===== config.mk =====
export PLATFORM = sky130hd
export DESIGN_NAME = div_arbiter
export DESIGN_NICKNAME = d
export VERILOG_FILES = /design/src/rtl/div_arb_pkg.sv /design/src/rtl/div.sv /design/src/rtl/rr_pick.sv /design/src/rtl/div_arbiter.sv
export SDC_FILE = /design/constraint.sdc
export NUM_CORES = 1
export LEC_CHECK = 0
export BUFFER_PORTS_ARGS = -buffer_cell sky130_fd_sc_hd__buf_2
export CORE_MARGIN = 5
export CORE_UTILIZATION = 49
export DETAILED_ROUTE_END_ITERATION = 6
export PLACE_DENSITY = 0.8
export SETUP_SLACK_MARGIN = 0.02
export SYNTH_ARGS = -nofsm -noshare
export SYNTH_HDL_FRONTEND = slang
export SYNTH_SLANG_ARGS = --single-unit
export TNS_END_PERCENT = 50

===== constraint.sdc =====
create_clock -name i_clk -period 3.4 [get_ports i_clk]
set_input_delay 0.17 -clock i_clk [delete_from_list [all_inputs] [get_ports i_clk]]
set_output_delay 0.17 -clock i_clk [all_outputs]
set_load 0.02 [all_outputs]

===== src/rtl/div_arb_pkg.sv =====
`default_nettype none
// ============================================================================
//  Module      : div_arb_pkg
//  Description : Shared types and constants for the divider arbiter:
//                sequencer state encoding and the divide-by-zero quotient
//                constant (all-ones at any operand width).
//  Revision    : 1.0 - initial release
// ============================================================================
package div_arb_pkg;

    // Widest operand the divide-by-zero constant helper can produce.
    localparam int c_MAX_WIDTH = 64;

    // Sequencer states.
    typedef enum logic [1:0] {
        IDLE  = 2'd0,
        START = 2'd1,
        WAIT  = 2'd2,
        RESP  = 2'd3
    } arb_state_t;

    // All-ones in the low 'width' bits; the caller slices the low bits it needs.
    function automatic logic [c_MAX_WIDTH-1:0] div0_quotient(input int width);
        logic [c_MAX_WIDTH-1:0] w_q;
        w_q = '0;
        for (int i = 0; i < c_MAX_WIDTH; i++) begin
            w_q[i] = (i < width);
        end
        return w_q;
    endfunction

endpackage
`default_nettype wire


===== src/rtl/div.sv =====
`default_nettype none
// ============================================================================
//  Module      : div
//  Description : Sequential restoring unsigned divider, one quotient bit per
//                cycle. i_start is accepted while o_ready is high; o_done
//                pulses for one cycle when o_quotient/o_remain are valid.
//  Ports       : i_clk, i_rst            - clock, synchronous active-high reset
//                i_start                 - begin a division
//                i_dividend, i_divisor   - operands, sampled on i_start
//                o_ready                 - idle, can accept i_start
//                o_done                  - one-cycle completion pulse
//                o_quotient, o_remain    - result
//  Revision    : 1.0 - initial release
// ============================================================================
module div #(
    parameter int WIDTH = 32
) (
    input  logic             i_clk,
    input  logic             i_rst,
    input  logic             i_start,
    input  logic [WIDTH-1:0] i_dividend,
    input  logic [WIDTH-1:0] i_divisor,
    output logic             o_ready,
    output logic             o_done,
    output logic [WIDTH-1:0] o_quotient,
    output logic [WIDTH-1:0] o_remain
);

    localparam int c_CW = $clog2(WIDTH + 1);

    logic             r_busy;
    logic             r_done;
    logic [c_CW-1:0]  r_count;
    logic [WIDTH-1:0] r_quo;
    logic [WIDTH-1:0] r_rem;
    logic [WIDTH-1:0] r_dvsr;
    logic [WIDTH:0]   w_shift;
    logic [WIDTH:0]   w_diff;

    // Partial remainder shifted left with the next dividend bit; the top bit
    // of the trial difference is set when the subtraction would go negative.
    always_comb begin
        w_shift = {r_rem, r_quo[WIDTH-1]};
        w_diff  = w_shift - {1'b0, r_dvsr};
    end

    always_ff @(posedge i_clk) begin
        if (i_rst) begin
            r_busy  <= 1'b0;
            r_done  <= 1'b0;
            r_count <= '0;
            r_quo   <= '0;
            r_rem   <= '0;
            r_dvsr  <= '0;
        end else begin
            r_done <= 1'b0;
            if (i_start && !r_busy) begin
                r_busy  <= 1'b1;
                r_count <= c_CW'(WIDTH);
                r_quo   <= i_dividend;
                r_rem   <= '0;
                r_dvsr  <= i_divisor;
            end else if (r_busy) begin
                if (!w_diff[WIDTH]) begin
                    r_rem <= w_diff[WIDTH-1:0];
                    r_quo <= {r_quo[WIDTH-2:0], 1'b1};
                end else begin
                    r_rem <= w_shift[WIDTH-1:0];
                    r_quo <= {r_quo[WIDTH-2:0], 1'b0};
                end
                r_count <= r_count - c_CW'(1);
                if (r_count == c_CW'(1)) begin
                    r_busy <= 1'b0;
                    r_done <= 1'b1;
                end
            end
        end
    end

    assign o_ready    = !r_busy;
    assign o_done     = r_done;
    assign o_quotient = r_quo;
    assign o_remain   = r_rem;

endmodule
`default_nettype wire


===== src/rtl/rr_pick.sv =====
`default_nettype none
// ============================================================================
//  Module      : rr_pick
//  Description : Combinational round-robin picker. Returns the first set
//                request bit at or after the pointer, wrapping NREQ-1 -> 0.
//  Ports       : i_req   - request vector
//                i_ptr   - search start index (always < NREQ)
//                o_valid - at least one request is set
//                o_idx   - selected index
//  Revision    : 1.0 - initial release
// ============================================================================
module rr_pick #(
    parameter int NREQ = 4,
    parameter int IW   = $clog2(NREQ)
) (
    input  logic [NREQ-1:0] i_req,
    input  logic [IW-1:0]   i_ptr,
    output logic            o_valid,
    output logic [IW-1:0]   o_idx
);

    // Scan offsets from farthest to nearest so the nearest hit is the last
    // assignment and therefore wins.
    always_comb begin
        int w_j;
        o_valid = 1'b0;
        o_idx   = '0;
        w_j     = 0;
        for (int k = NREQ - 1; k >= 0; k--) begin
            w_j = int'(i_ptr) + k;
            if (w_j >= NREQ) begin
                w_j = w_j - NREQ;
            end
            if (i_req[w_j]) begin
                o_valid = 1'b1;
                o_idx   = IW'(w_j);
            end
        end
    end

endmodule
`default_nettype wire


===== src/rtl/div_arbiter.sv =====
`default_nettype none
// ============================================================================
//  Module      : div_arbiter
//  Description : Round-robin arbiter and sequencer sharing one divider among
//                NREQ requesters. Latches the granted operands, runs the
//                divider handshake and returns the result on a shared bus
//                with a per-requester completion pulse.
//  Ports       : i_clk, i_rst            - clock, synchronous active-high reset
//                i_req                   - per-requester request level
//                i_dividend, i_divisor   - per-requester operands
//                o_ack                   - operands latched (one-cycle pulse)
//                o_done                  - result valid (one-cycle pulse)
//                o_err                   - divisor was zero (with o_done)
//                o_quotient, o_remain    - shared result, held between results
//                o_busy                  - sequencer not idle
//  Revision    : 1.0 - initial release
// ============================================================================
module div_arbiter
    import div_arb_pkg::*;
#(
    parameter int WIDTH = 32,
    parameter int NREQ  = 4,
    parameter int IW    = $clog2(NREQ)
) (
    input  logic             i_clk,
    input  logic             i_rst,
    input  logic [NREQ-1:0]  i_req,
    input  logic [WIDTH-1:0] i_dividend [NREQ],
    input  logic [WIDTH-1:0] i_divisor  [NREQ],
    output logic [NREQ-1:0]  o_ack,
    output logic [NREQ-1:0]  o_done,
    output logic             o_err,
    output logic [WIDTH-1:0] o_quotient,
    output logic [WIDTH-1:0] o_remain,
    output logic             o_busy
);

    localparam logic [c_MAX_WIDTH-1:0] c_DIV0_FULL = div0_quotient(WIDTH);
    localparam logic [WIDTH-1:0]       c_DIV0_Q    = c_DIV0_FULL[WIDTH-1:0];
    localparam logic [NREQ-1:0]        c_ONE       = NREQ'(1);

    arb_state_t       r_state;
    arb_state_t       w_next_state;

    logic [IW-1:0]    r_rr_ptr;
    logic [IW-1:0]    r_idx;
    logic [WIDTH-1:0] r_dividend;
    logic [WIDTH-1:0] r_divisor;
    logic             r_div0;
    logic [NREQ-1:0]  r_ack;
    logic [NREQ-1:0]  r_done;
    logic             r_err;
    logic [WIDTH-1:0] r_quotient;
    logic [WIDTH-1:0] r_remain;
    logic             r_busy;

    logic             w_pick_valid;
    logic [IW-1:0]    w_pick_idx;
    logic [WIDTH-1:0] w_pick_divisor;
    logic             w_grant;
    logic             w_result_load;
    logic             w_div_start;
    logic             w_div_ready;
    logic             w_div_done;
    logic [WIDTH-1:0] w_div_q;
    logic [WIDTH-1:0] w_div_r;

    rr_pick #(
        .NREQ (NREQ),
        .IW   (IW)
    ) u_rr_pick (
        .i_req   (i_req),
        .i_ptr   (r_rr_ptr),
        .o_valid (w_pick_valid),
        .o_idx   (w_pick_idx)
    );

    div #(
        .WIDTH (WIDTH)
    ) u_div (
        .i_clk      (i_clk),
        .i_rst      (i_rst),
        .i_start    (w_div_start),
        .i_dividend (r_dividend),
        .i_divisor  (r_divisor),
        .o_ready    (w_div_ready),
        .o_done     (w_div_done),
        .o_quotient (w_div_q),
        .o_remain   (w_div_r)
    );

    assign w_pick_divisor = i_divisor[w_pick_idx];

    // ------------------------------------------------------------------------
    // State register
    // ------------------------------------------------------------------------
    always_ff @(posedge i_clk) begin
        if (i_rst) begin
            r_state <= IDLE;
        end else begin
            r_state <= w_next_state;
        end
    end

    // ------------------------------------------------------------------------
    // Next-state logic
    // RESP is held until the completion pulse has been issued. On the normal
    // path the pulse is already set on entry, so RESP lasts one cycle; on the
    // divide-by-zero path RESP is entered together with o_ack and the pulse
    // follows a cycle later, keeping o_ack and o_done in separate cycles.
    // ------------------------------------------------------------------------
    always_comb begin
        w_next_state = r_state;
        case (r_state)
            IDLE: begin
                if (w_grant) begin
                    w_next_state = (w_pick_divisor == '0) ? RESP : START;
                end
            end
            START:   w_next_state = WAIT;
            WAIT: begin
                if (w_div_done) begin
                    w_next_state = RESP;
                end
            end
            RESP: begin
                if (|r_done) begin
                    w_next_state = IDLE;
                end
            end
            default: w_next_state = IDLE;
        endcase
    end

    // ------------------------------------------------------------------------
    // Output / control decode
    // ------------------------------------------------------------------------
    always_comb begin
        w_div_start   = (r_state == START);
        w_grant       = (r_state == IDLE) && w_pick_valid && w_div_ready;
        w_result_load = ((r_state == WAIT) && w_div_done) ||
                        ((r_state == RESP) && !(|r_done));
    end

    // ------------------------------------------------------------------------
    // Registered datapath and outputs
    // ------------------------------------------------------------------------
    always_ff @(posedge i_clk) begin
        if (i_rst) begin
            r_rr_ptr   <= '0;
            r_idx      <= '0;
            r_dividend <= '0;
            r_divisor  <= '0;
            r_div0     <= 1'b0;
            r_ack      <= '0;
            r_done     <= '0;
            r_err      <= 1'b0;
            r_quotient <= '0;
            r_remain   <= '0;
            r_busy     <= 1'b0;
        end else begin
            r_ack  <= '0;
            r_done <= '0;
            r_err  <= 1'b0;
            r_busy <= (w_next_state != IDLE);

            if (w_grant) begin
                r_idx      <= w_pick_idx;
                r_dividend <= i_dividend[w_pick_idx];
                r_divisor  <= w_pick_divisor;
                r_div0     <= (w_pick_divisor == '0);
                r_ack      <= c_ONE << w_pick_idx;
            end

            if (w_result_load) begin
                r_done     <= c_ONE << r_idx;
                r_err      <= r_div0;
                r_quotient <= r_div0 ? c_DIV0_Q   : w_div_q;
                r_remain   <= r_div0 ? r_dividend : w_div_r;
            end

            if ((r_state == RESP) && (|r_done)) begin
                r_rr_ptr <= (r_idx == IW'(NREQ - 1)) ? '0 : r_idx + IW'(1);
            end
        end
    end

    assign o_ack      = r_ack;
    assign o_done     = r_done;
    assign o_err      = r_err;
    assign o_quotient = r_quotient;
    assign o_remain   = r_remain;
    assign o_busy     = r_busy;

endmodule
`default_nettype wire

==> results summary <==
The flow ran to the end, and the final reports show no timing, DRC or antenna violations. The shortest period the worst path allows came out at about 3300 ps. The count of yosys warnings during synthesis is 0. The die outline area is 30,300 um^2. Clock tree synthesis selected as its root buffer the cell clkbuf_16. The final instance area came out at around 16,000 um^2.

The first-pass GRT wire length came out at around 68 mm. The number of H-tree branching levels came out at 1. The cell taking the most area after synthesis is dfxtp_1. The number of clock buffers inserted by TritonCTS came out at 27. The worst setup path is of the flop to flop kind. Summing over every cut layer, the via total after detailed routing is 13,281. After detailed routing, the number of vias per cell comes to about 5.7. Synthesis produced a netlist with a net count of 1,983. The detailed placer's ending HPWL came out at 33.4 mm. For this run, design rule violations remaining after detail routing come to 0. The most common cell after layout, fill and taps aside is buf_2. The endpoint kind of the worst setup timing path is a flop.

In this run the vertical extent of the chip is 174 um. The cell count after synthesis came out at 1,685. The origin of the worst setup path is u_div.o_quotient[31]. The overflow left after global routing came out at 0. The routed wirelength normalized by instance count came out at ~19 um. The layout net count came out at 2,262.

The worst path setup slack after routing is 130 ps. The total global-route track usage came out at 0.273. STA puts the critical path data required time at 3810 ps.

The starting density of the core is 0.494. The area fraction of the dominant cell type after synthesis came out at 0.378. The length of the first detailed-routing pass in iterations came out at 5. The destination of the worst register-to-register timing path is u_div.o_remain[13].

The number of maximum-capacitance constraint violations is 0. In this run the deepest clock path goes through 3 buffers. Following the worst setup path forward leads to its endpoint at u_div.o_remain[13]. After synthesis the cells add up to 13,200 um^2. Summed over all cells, the static leakage comes to 6.85 nW. In this run the worst path has a maximum fanout of 11.

The number of sinks handled by clock tree synthesis is 249. The reg-to-reg setup timing slack is 130 ps. The detailed-route wire length is 43.9 mm.

The detail route stage leaves a number of antenna-violating nets equal to 0. The via count of the first global-routing pass is 12,834. The number of max-slew violations in the final report is 0. STA classifies the critical path startpoint as a flop. The distinct cell type count after synthesis came out at 61. The sequential share of the synthesized area is 0.378.

The fmax is 0.306 GHz. The final weighted congestion in routability-driven placement came out at 0.944. The register clock-pin slew on the reported worst setup and hold paths is 60 ps. The setup slack at placement came out at 5.32 ps. The power density relative to cell area came out at approximately 760 nW/um^2.

The count of input and output buffers is 335. The startpoint identified for the worst register-to-register timing path is u_div.o_quotient[31]. In this run, synthesis inferred 0 flip-flops with an integrated enable. The synthesized area divided by synthesized cell count is 7.83 um^2. Setup violations remaining at the end of the flow were counted as 0. In the synthesized netlist the dominant register cell turns out to be dfxtp_1. The share of synthesized flip-flops with an asynchronous set or reset is 0. The horizontal die dimension came out at between 150 and 200 um.

The placeable core region is 26,700 um^2. Setup repair after global routing left no endpoint under its margin. The number of antenna violations at the first check in global routing is 2. The final clock period utilization by the worst path came out at 0.962. The cell area after placement is 15,200 um^2.

The signed area change from the synthesized netlist to the final layout is 22.9%. The share of cells above drive strength 1 came out at 0.245. The number of top-level design ports came out at 336. The number of cells on the worst reg-to-reg path is 14.

Ranked by total cell area, the synthesized netlist is headed by dfxtp_1 (38%), nand2_1 (9.3%), a21oi_1 (7.1%), mux2i_1 (7.1%), mux4_2 (5.3%). For the final database, setup skew stands at 21.2 ps. TritonCTS built the clock tree.

After floorplanning, the core was divided into 60 placement rows. The clock reaches the later pin of the worst-skew pair after 550 ps. The detailed router's first-iteration violation count came out at approximately 1,000.

VDD sags by at most ~0.56 mV. The final total negative setup slack is 0 ps. In the layout the commonest cells are buf_2 (334), nand2_1 (326), dfxtp_1 (246), a21oi_1 (187), nor2_1 (166). The final-report hold violation count came out at 0.

The worst endpoint data arrival time is 3680 ps. The maximum number of pins on one net before global-route repair is 110. The worst-margin pin slew came out at about 800 ps. The tightest min-delay check is of the input port to flop type. The number of synthesized register bits is ~250. The filler cells instantiated in the layout total 2,391. Headroom to the max-slew limit came out at 0.461.
-- worst min-delay path by stage --
stage / to / slack [ps] / depth (start not counted) / startpoint
after floorplan: r_div0 / 400 / 2 / i_rst
after detailed placement: r_divisor[6] / 450 / 2 / r_divisor[6]
after global routing: r_dividend[6] / 30 / 5 / i_dividend[6]
after CTS: r_dividend[8] / 2 / 5 / i_dividend[40]
after global placement: u_div.r_dvsr[30] / 440 / 2 / r_divisor[30]
final: r_dividend[8] / 10 / 5 / i_dividend[40]
-- routing by layer --
layer  GRT usage  up-vias  routed length, um
met2       0.459      532              20800
met1       0.370     6220              18800
met3      0.0420       75               3170
li1            -     6454                  -
met5           0        -                  0
met4      0.0693        0               1090
-- kinds of logic (layout without fill, tap and decap cells) --
logic type | Yosys count | in the layout | share of synthesized area
compound gates | 334 | 334 | 0.152
xor+xnor | 29 | 29 | 0.0192
fa+ha+maj | 36 | 36 | 0.0347
buf+inv | 173 | 473 | 0.0521
flops | 249 | 249 | 0.378
mux | 125 | 125 | 0.124
other cells | 0 | 2 | 0
simple gates | 739 | 739 | 0.240
-- metrics by stage --
step,util,std cells,hold slack [ps],power [mW]
floorplan,-,1685,402,7.34
global placement,0.567,2264,441,8.69
detailed placement,0.567,2264,447,8.81
CTS,0.601,2314,2.07,11.7
global route,0.607,2328,31.1,13.0
finish,0.607,2328,10.0,12.3
-- critical path, stage by stage, from the launching register on --
cell and delay, ps:
dfxtp_2 340, inv_1 50, ha_1 200, fa_2 360, nand2b_1 180, a211oi_2 300, o21ai_2 140, o21ai_4 200
a31oi_4 120, o41ai_4 420, xor2_2 180, buf_6 150, clkbuf_16 180, mux2i_1 210, a21oi_1 100
-- cell usage after synthesis (14+ instances only) --
cell / n
nand2_1: 326
mux4_2: 31
o21ai_0: 39
inv_1: 44
xnor2_1: 23
nor3_1: 75
a211oi_1: 40
ha_1: 35
dfxtp_1: 249
buf_1: 18
a21oi_1: 187
nor4_1: 14
clkbuf_1: 103
mux2i_1: 93
nor2_1: 167
nand3_1: 112
-- power breakdown --
part	switching (mW)	internal, mW	leakage, nW
clock	1.23	1.69	0.443
sequential	0.439	3.29	2.03
combinational	3.12	2.57	4.38
total	4.79	7.55	6.85
-- layout make-up --
class | instances | area, um^2 | share of cell area
Timing Repair Buffer | 379 | 2110 | 0.130
Sequential cell | 249 | 4990 | 0.308
Tap cell | 341 | 427 | 0.0263
Inverter | 44 | 165 | 0.0102
Clock buffer | 40 | 825 | 0.0508
Clock inverter | 10 | 77.6 | 0.00478
Antenna cell | 2 | 5.00 | 0.000308
Multi-Input combinational cell | 1263 | 7620 | 0.470
-- sequential cells by signal, summed over array words and instances (netlist names) --
register / flops
r_divisor: 32
u_div.r_count: 6
o_ack: 4
o_done: 4
u_div.r_dvsr: 32
u_div.o_quotient: 32
u_div.r_busy: 1
r_state: 2
o_busy: 1
o_err: 1
u_div.o_done: 1
o_remain: 32
r_dividend: 32
r_rr_ptr: 2
u_div.o_remain: 32
r_idx: 2
r_div0: 1
o_quotient: 32
-- what timing repair did --
action,in CTS,in global routing
gates resized for setup,0,9
hold buffers,0,0
setup buffers,0,10
cloned,0,2
pin swaps,1,4
endpoints found under the setup margin,16,29
No activity file was read; power rests on OpenSTA's default activity.
